--- src/rtl/io_pkg.sv ---
// Shared definitions for the switch input path: FSM state encoding and
// default sizing used by input_port_ctrl and btn_debounce.
package io_pkg;

  localparam int DEF_DEBOUNCE_CYCLES = 50000;
  localparam int DEF_OUT_W           = 32;

  typedef enum logic [2:0] {
    ST_IDLE    = 3'd0,
    ST_ARM     = 3'd1,
    ST_WAIT    = 3'd2,
    ST_CAPTURE = 3'd3,
    ST_DONE    = 3'd4
  } io_state_e;

endpackage

--- src/rtl/btn_debounce.sv ---
// Push-button conditioner: synchroniser chain, stability counter and rising
// edge detector. The debounced level follows the synchronised input only after
// DEBOUNCE_CYCLES consecutive equal samples; press is a 1-cycle pulse on the
// debounced rising edge. Generic so other board buttons can reuse it.
module btn_debounce
  import io_pkg::*;
#(
  parameter int SYNC_STAGES     = 2,
  parameter int DEBOUNCE_CYCLES = DEF_DEBOUNCE_CYCLES
) (
  input  logic clock,
  input  logic reset,
  input  logic btn,
  output logic level,
  output logic press
);

  localparam int CNT_W = $clog2(DEBOUNCE_CYCLES + 1);

  logic [SYNC_STAGES-1:0] sync_r;
  logic                   samp_r;
  logic [CNT_W-1:0]       cnt_r;
  logic                   level_r;
  logic                   press_r;
  logic                   level_nxt_s;

  // Shift the raw button through the synchroniser chain.
  always_ff @(posedge clock) begin
    if (reset) begin
      sync_r <= {SYNC_STAGES{1'b0}};
    end else begin
      sync_r <= {sync_r[SYNC_STAGES-2:0], btn};
    end
  end

  // Count consecutive equal samples; any change restarts at one, and the count saturates.
  always_ff @(posedge clock) begin
    if (reset) begin
      samp_r <= 1'b0;
      cnt_r  <= {CNT_W{1'b0}};
    end else if (sync_r[SYNC_STAGES-1] != samp_r) begin
      samp_r <= sync_r[SYNC_STAGES-1];
      cnt_r  <= CNT_W'(1);
    end else if (cnt_r != CNT_W'(DEBOUNCE_CYCLES)) begin
      cnt_r  <= cnt_r + CNT_W'(1);
    end else begin
      cnt_r  <= cnt_r;
    end
  end

  // Accept the sampled level once it has been stable long enough.
  always_comb begin
    level_nxt_s = level_r;
    if (cnt_r == CNT_W'(DEBOUNCE_CYCLES)) begin
      level_nxt_s = samp_r;
    end else begin
      level_nxt_s = level_r;
    end
  end

  // Register the debounced level and its rising-edge pulse.
  always_ff @(posedge clock) begin
    if (reset) begin
      level_r <= 1'b0;
      press_r <= 1'b0;
    end else begin
      level_r <= level_nxt_s;
      press_r <= ~level_r & level_nxt_s;
    end
  end

  assign level = level_r;
  assign press = press_r;

endmodule

--- src/rtl/input_port_ctrl.sv ---
// Switch input path for the CPU IN instruction. A request stalls the core via
// halt until the user confirms with the debounced button; the selected switch
// bank is then captured, zero/sign-extended and strobed to the register bank.
// Optional feature macro: IN_TIMEOUT_EN (gives up after TIMEOUT_CYCLES in
// ARM/WAIT, returning zero with a timeout strobe).
module input_port_ctrl
  import io_pkg::*;
#(
  parameter int DATA_W          = 16,
  parameter int CHANNELS        = 2,
  parameter int CH_W            = 1,
  parameter int OUT_W           = DEF_OUT_W,
  parameter int SYNC_STAGES     = 2,
  parameter int DEBOUNCE_CYCLES = DEF_DEBOUNCE_CYCLES
`ifdef IN_TIMEOUT_EN
  ,
  parameter int TIMEOUT_CYCLES  = 1000000
`endif
) (
  input  logic                       clock,
  input  logic                       reset,
  input  logic                       in_req,
  input  logic [CH_W-1:0]            in_chan,
  input  logic                       in_signed,
  input  logic [CHANNELS*DATA_W-1:0] switches,
  input  logic                       confirm_btn,
  output logic                       halt,
  output logic [OUT_W-1:0]           data_out,
  output logic                       data_valid,
  output logic                       busy,
  output logic                       timeout
);

  io_state_e         state_r;
  io_state_e         state_nxt_s;
  logic [CH_W-1:0]   chan_r;
  logic              signed_r;
  logic              btn_level_s;
  logic              btn_press_s;
  logic              in_wait_s;
  logic              tmo_hit_s;
  logic [DATA_W-1:0] bank_s;
  logic [OUT_W-1:0]  sign_fill_s;
  logic [OUT_W-1:0]  ext_s;
  logic              halt_r;
  logic              busy_r;
  logic              data_valid_r;
  logic              timeout_r;
  logic [OUT_W-1:0]  data_out_r;

  btn_debounce #(
    .SYNC_STAGES     (SYNC_STAGES),
    .DEBOUNCE_CYCLES (DEBOUNCE_CYCLES)
  ) u_btn (
    .clock (clock),
    .reset (reset),
    .btn   (confirm_btn),
    .level (btn_level_s),
    .press (btn_press_s)
  );

  assign in_wait_s = (state_r == ST_ARM) || (state_r == ST_WAIT);

`ifdef IN_TIMEOUT_EN
  localparam int TMO_W = $clog2(TIMEOUT_CYCLES + 1);
  logic [TMO_W-1:0] tmo_cnt_r;

  // Count cycles spent waiting for the user; cleared whenever not waiting.
  always_ff @(posedge clock) begin
    if (reset) begin
      tmo_cnt_r <= {TMO_W{1'b0}};
    end else if (in_wait_s && !tmo_hit_s) begin
      tmo_cnt_r <= tmo_cnt_r + TMO_W'(1);
    end else begin
      tmo_cnt_r <= {TMO_W{1'b0}};
    end
  end

  assign tmo_hit_s = in_wait_s && (tmo_cnt_r == TMO_W'(TIMEOUT_CYCLES - 1));
`else
  assign tmo_hit_s = 1'b0;
`endif

  // Select the latched bank; an out-of-range channel reads as zero.
  always_comb begin
    bank_s = {DATA_W{1'b0}};
    for (int k = 0; k < CHANNELS; k++) begin
      bank_s = (chan_r == CH_W'(k)) ? switches[k*DATA_W +: DATA_W] : bank_s;
    end
  end

  // Zero- or sign-extend the bank; with OUT_W == DATA_W the fill shifts out entirely.
  always_comb begin
    sign_fill_s = {OUT_W{signed_r & bank_s[DATA_W-1]}} << DATA_W;
    ext_s       = OUT_W'(bank_s) | sign_fill_s;
  end

  // Next-state logic for the request/confirm/capture sequence.
  always_comb begin
    state_nxt_s = state_r;
    case (state_r)
      ST_IDLE: begin
        if (in_req) state_nxt_s = ST_ARM;
        else        state_nxt_s = ST_IDLE;
      end
      ST_ARM: begin
        if (tmo_hit_s)         state_nxt_s = ST_DONE;
        else if (!btn_level_s) state_nxt_s = ST_WAIT;
        else                   state_nxt_s = ST_ARM;
      end
      ST_WAIT: begin
        if (tmo_hit_s)        state_nxt_s = ST_DONE;
        else if (btn_press_s) state_nxt_s = ST_CAPTURE;
        else                  state_nxt_s = ST_WAIT;
      end
      ST_CAPTURE: state_nxt_s = ST_DONE;
      ST_DONE:    state_nxt_s = ST_IDLE;
      default:    state_nxt_s = ST_IDLE;
    endcase
  end

  // State register.
  always_ff @(posedge clock) begin
    if (reset) begin
      state_r <= ST_IDLE;
    end else begin
      state_r <= state_nxt_s;
    end
  end

  // Latch channel and extension mode only when a request is accepted.
  always_ff @(posedge clock) begin
    if (reset) begin
      chan_r   <= {CH_W{1'b0}};
      signed_r <= 1'b0;
    end else if ((state_r == ST_IDLE) && in_req) begin
      chan_r   <= in_chan;
      signed_r <= in_signed;
    end else begin
      chan_r   <= chan_r;
      signed_r <= signed_r;
    end
  end

  // Registered outputs, derived from the next state so halt drops with data_valid.
  always_ff @(posedge clock) begin
    if (reset) begin
      halt_r       <= 1'b0;
      busy_r       <= 1'b0;
      data_valid_r <= 1'b0;
      timeout_r    <= 1'b0;
      data_out_r   <= {OUT_W{1'b0}};
    end else begin
      halt_r       <= (state_nxt_s == ST_ARM) || (state_nxt_s == ST_WAIT) ||
                      (state_nxt_s == ST_CAPTURE);
      busy_r       <= (state_nxt_s != ST_IDLE);
      data_valid_r <= (state_nxt_s == ST_DONE);
      timeout_r    <= tmo_hit_s;
      if (state_r == ST_CAPTURE) begin
        data_out_r <= ext_s;
      end else if (tmo_hit_s) begin
        data_out_r <= {OUT_W{1'b0}};
      end else begin
        data_out_r <= data_out_r;
      end
    end
  end

  assign halt       = halt_r;
  assign busy       = busy_r;
  assign data_valid = data_valid_r;
  assign timeout    = timeout_r;
  assign data_out   = data_out_r;

endmodule

--- config.mk ---
export PLATFORM = sky130hd
export DESIGN_NAME = input_port_ctrl
export DESIGN_NICKNAME = d
export VERILOG_FILES = /design/src/rtl/io_pkg.sv /design/src/rtl/btn_debounce.sv /design/src/rtl/input_port_ctrl.sv
export SDC_FILE = /design/constraint.sdc
export NUM_CORES = 1
export LEC_CHECK = 0
export CAP_MARGIN = 20
export CELL_PAD_IN_SITES_DETAIL_PLACEMENT = 0
export CELL_PAD_IN_SITES_GLOBAL_PLACEMENT = 1
export CORE_UTILIZATION = 30
export DETAILED_ROUTE_END_ITERATION = 8
export PLACE_DENSITY = 0.8
export SYNTH_ARGS = -nofsm -noshare
export SYNTH_HDL_FRONTEND = slang
export SYNTH_HIERARCHICAL = 1
export SYNTH_SLANG_ARGS = --single-unit
--- constraint.sdc ---
create_clock -name clock -period 1.8 [get_ports clock]
set_input_delay 0.18 -clock clock [delete_from_list [all_inputs] [get_ports clock]]
set_output_delay 0.18 -clock clock [all_outputs]
set_load 0.05 [all_outputs]
* Word level (Yosys, flattened, before mapping) *
Index checks and enable logic that the tools add are counted.

word-level totals
  register bits after elaboration = 61
  input port bits = 38

cells by class
  add/sub/neg operators = 1
  equal/unequal tests = 10
  mux-type cells = 8
  bitwise gates (word level) = 4
  reductions and logical operators = 7

operators by type and width
  cell                                                                   number
  16-bit by 32-bit OR with 32-bit output                                 1
  16-bit by 1-bit adder with 16-bit output, second input constant        1
  16-bit equality test, second input constant                            1
  16-bit two-way mux                                                     1
  16-bit != test, second input constant                                  1
  3-bit by 2-bit equality test with 1-bit output, second input constant  4
  3-bit one-hot mux with 4 select lines                                  1
  3-bit by 1-bit equality test with 1-bit output, second input constant  2
  1-bit two-way mux                                                      5
  3-bit equality test, second input constant                             1
  3-bit logical NOT                                                      1
  3-bit nonzero test                                                     1
  1-bit bitwise AND                                                      2
  1-bit logical OR                                                       2
  2-bit two-way mux                                                      1
  2-bit nonzero test                                                     1
  2-bit OR reduction                                                     1
  1-bit logical AND                                                      1
  1-bit != test                                                          1
  1-bit inverter                                                         1

* Depth between registers and ports, before layout *
  depth after elaboration = 5
  gate-level depth with buffers = 6
  depth with buffers taken out = 6

* By module *
The synthesis kept the hierarchy.

modules (own cells, without submodules)
  module           times used  cells an instance  area an instance (µm²)  seq. area each (µm²)
  input_port_ctrl  1           104                1169.9                  500.5
  btn_debounce     1           100                913.4                   420.4

* Least setup slack after synthesis *
OpenSTA, ideal clock, no wires.

  path kind = register -> register
  start = reg u_btn.cnt_r[0]
  end = reg u_btn.cnt_r[14]
  library setup time = 0.071 ns
  data arrival time = 1.640 ns
  path slack = 0.090 ns
  cell stages (with the launch flop) = 6
  clock period less this slack = 1.710 ns
  cell sequence = dfxtp_1 > ha_1 > nand3_2 > or4_1 > or3_1 > a21oi_1

on the way
  word-level cells in the longest chain between the ends = 1
  elaborated cells between the ends (all ways) = 2
  those cells by class = 1 x add/sub; 1 x eq/ne

ends and longest elaborated chain
  what                                                                        line                                    text
  start: declaration                                                          btn_debounce.sv:22                      logic [CNT_W-1:0] cnt_r;
  start signal: assignment                                                    btn_debounce.sv:40                      cnt_r <= {CNT_W{1'b0}};
  start signal: assignment                                                    btn_debounce.sv:45                      cnt_r <= cnt_r + CNT_W'(1);
  start signal: assignment                                                    btn_debounce.sv:47                      cnt_r <= cnt_r;
  16-bit by 1-bit adder with 16-bit output or 16-bit != test (tied branches)  btn_debounce.sv:45, btn_debounce.sv:44

Several ways; a longest one is shown, not always the timed one.
A chain may end at the register's enable or synchronous reset.

* Worst setup path in the final report *
  start = reg u_btn.cnt_r[0]
  end = reg u_btn.cnt_r[15]

Same word-level chain as after synthesis.

==> run metrics <==
PD cells 741 mW/mm^2; clock root cell clkbuf_8; Crit path required time 2.03 ns; max-slew violation count 0; Avg Inst Size Synth 10.2 sq um; Vias 1617; Leak 1.06 nW; final setup margin 0.0769 ns; Final HPWL DP 3070 um; post-synthesis cell type count 43; hold_buf cts 0; Worst-Margin Slew 0.518 ns; sw frac 23.4%; crit-path cells buf_4 -> and3_1 -> or4b_4 -> or3_1 -> a21oi_1; Die Y 85.3 um; setup repair bufs after CTS 0; Final ANT Viol Nets 0; Flop pwr share 51.0%; drt first pass iters 4; port bufs 72; mapped cell area 0.00208 sq mm; Fin Clk Skew 0.00776 ns; ys flop type dfxtp_1; Syn Nets 244; total wire length 4150 um; Finished Cell Area 0.00282 sq mm; EDFF count, synth 0; Setup Crit Path Kind flip-flop to flip-flop; Max FO, Critical Path 5; area of placed instances 0.00270 sq mm; TritonCTS Buffers 5; Crit. End Element flip-flop; final setup fails 0; CP Buf/Inv Count 1; clock slew at reported path FFs 0.08 ns; total track usage 12.0%; CP Launch Type flip-flop; dpl cells 336; status completed; initial antenna violation count 0; max cap viols 0; ant diodes 0; area grow syn2layout 35.3%; P_sw 0.000488 W; peak supply drop 0.310 mV; clock buffer depth 2; fmax 0.580 GHz; global-route wire length before repair 6930 um; number of DRC markers after the initial detailed-route iteration 59; Storage cell area 922 sq um; total power 0.00209 W; post-synthesis cell count 204; Final Hold Vio Count 0; Initial Util 30.8%; ys async rst share 0%; CTS H-Tree Depth 2; post-layout min period 1.72 ns; total core area 0.00676 sq mm; Layout Cells excl Fill 344; pin count of the biggest net entering global routing 18; Logic pwr share 13.0%; Yosys reg bits 46; Relative slew margins 65.3%; layout cells sized above 1 15.2%; number of global-route vias before repair 1542; Critical Path AT 1.95 ns; area of the multi-input gates 932 sq um; GP Congestion 0.703; Die X 85.3 um; row cnt 30; period utilization 95.7%; slowest cell on the critical path or4b_4; DIE AREA 0.00728 sq mm; internal power 0.00160 W; post-synthesis sequential area ratio 44.2%; routed vias/inst 4.70; Skew-Pair Late Insertion Delay 0.30 ns; io pins 74; clk sinks 46; post-CTS resize count 0; Final nets 303; fillcell total 669; delay of the slowest cell on the worst path 0.50 ns; wire per inst 12.1 um; clock power share 36.0%; Hold Crit Class primary input to flip-flop; Synthesis Warnings 6; dpl ws 0.0282 ns; gr ovfl total 0; CTS tree yes; cell family with most CP delay simple AND/OR/NAND/NOR gates; DRC 0
area by class of cell:
class	instances	area share, %
multi-input cells	125	33.1
clock inverters	3	1.42
inverters	6	0.799
clock buffers	5	2.44
repair buffers	79	26.0
flip-flops and latches	46	32.7
well taps	80	3.55
cells by family (layout without fill, tap and decap cells):
group | after synthesis | count (layout) | synth area share (%)
flip-flops | 46 | 46 | 44.2
adder cells (fa/ha/maj) | 2 | 2 | 1.20
AND/OR/NAND/NOR | 59 | 59 | 17.3
AO/OA/AOI/OAI | 32 | 32 | 11.4
XOR/XNOR | 9 | 9 | 3.78
buffers and inverters | 33 | 93 | 11.4
other | 1 | 1 | 0.180
multiplexers | 22 | 22 | 10.6
synth_stat cells (2+ instances only):
| library cell | count | area (sq um) |
|---|---|---|
| xor2_1 | 5 | 43.8 |
| and3_1 | 3 | 18.8 |
| nand2_1 | 4 | 15.0 |
| buf_6 | 3 | 33.8 |
| nor2_1 | 14 | 52.6 |
| xnor2_1 | 4 | 35.0 |
| nor3_1 | 7 | 35.0 |
| or3_1 | 5 | 31.3 |
| nand3b_1 | 2 | 15.0 |
| o21ai_0 | 4 | 20.0 |
| inv_1 | 6 | 22.5 |
| dfxtp_1 | 46 | 921 |
| mux2i_1 | 22 | 220 |
| buf_4 | 21 | 158 |
| a21oi_1 | 6 | 30.0 |
| nand4_1 | 3 | 18.8 |
| ha_1 | 2 | 25.0 |
| nor2b_1 | 3 | 18.8 |
| o2bb2ai_1 | 15 | 131 |
| clkbuf_1 | 2 | 7.51 |
| nand3_1 | 5 | 25.0 |
metrics by stage:
stage | setup TNS, ns | utilization (%) | hold WS, ns
3_5_place_dp | 0 | 40.0 | 0.433
5_1_grt | -0.00956 | 41.7 | 0.431
6_report | 0 | 41.7 | 0.432
2_1_floorplan | 0 | - | 0.252
4_1_cts | 0 | 41.6 | 0.431
3_3_place_gp | 0 | 40.0 | 0.424
worst paths after layout:
path / start / endpoint / slack (ns) / depth (start not counted)
max: u_btn/cnt_r[0] / u_btn/cnt_r[15] / 0.08 / 5
min: confirm_btn / u_btn/sync_r[0] / 0.43 / 2
max reg2reg: u_btn/cnt_r[0] / u_btn/cnt_r[15] / 0.08 / 5
min reg2reg: u_btn/sync_r[0] / u_btn/sync_r[1] / 0.45 / 1
worst register-to-register path: stages (launching register included):
cell	delay [ns]
dfxtp_1	0.35
buf_4	0.12
and3_1	0.18
or4b_4	0.50
or3_1	0.36
a21oi_1	0.14
registers in the layout (all words and copies together), names as in the netlist:
| register | flops |
|---|---|
| busy | 1 |
| chan_r | 1 |
| data_out | 17 |
| data_valid | 1 |
| halt | 1 |
| signed_r | 1 |
| state_r | 3 |
| u_btn/cnt_r | 16 |
| u_btn/level | 1 |
| u_btn/press | 1 |
| u_btn/samp_r | 1 |
| u_btn/sync_r | 2 |
power groups by stage:
stage / sequential [W] / clock, W / combinational, W
floorplan: 0.00111 / 0 / 0.000134
global placement: 0.00109 / 0 / 0.000272
detailed placement: 0.00109 / 0 / 0.000274
CTS: 0.00106 / 0.000776 / 0.000275
global route: 0.00107 / 0.000822 / 0.000295
finish: 0.00107 / 0.000751 / 0.000272
layout by cell type, fill, tap and decap left out, types with 2 or more instances in the layout:
cell / instances
clkdlybuf4s50_1: 56
dfxtp_1: 45
buf_4: 23
mux2i_1: 22
o2bb2ai_1: 15
nor2_1: 14
nor3_1: 7
inv_1: 6
a21oi_1: 6
clkbuf_8: 5
nand3_1: 5
or3_1: 5
xor2_1: 5
nand2_1: 4
o21ai_0: 4
xnor2_1: 4
nand4_1: 3
and3_1: 3
nor2b_1: 3
nand3b_1: 2
clkinv_2: 2
per-layer routing:
layer | part of all wire [%] | global-route usage (%) | vias up
met5 | 0 | 0 | -
met4 | 1.6 | 5.45 | 0
met3 | 5.5 | 3.50 | 5
met2 | 46 | 19.2 | 50
met1 | 47 | 15.0 | 744
li1 | - | - | 818
Power figures use the tool's default switching activity.
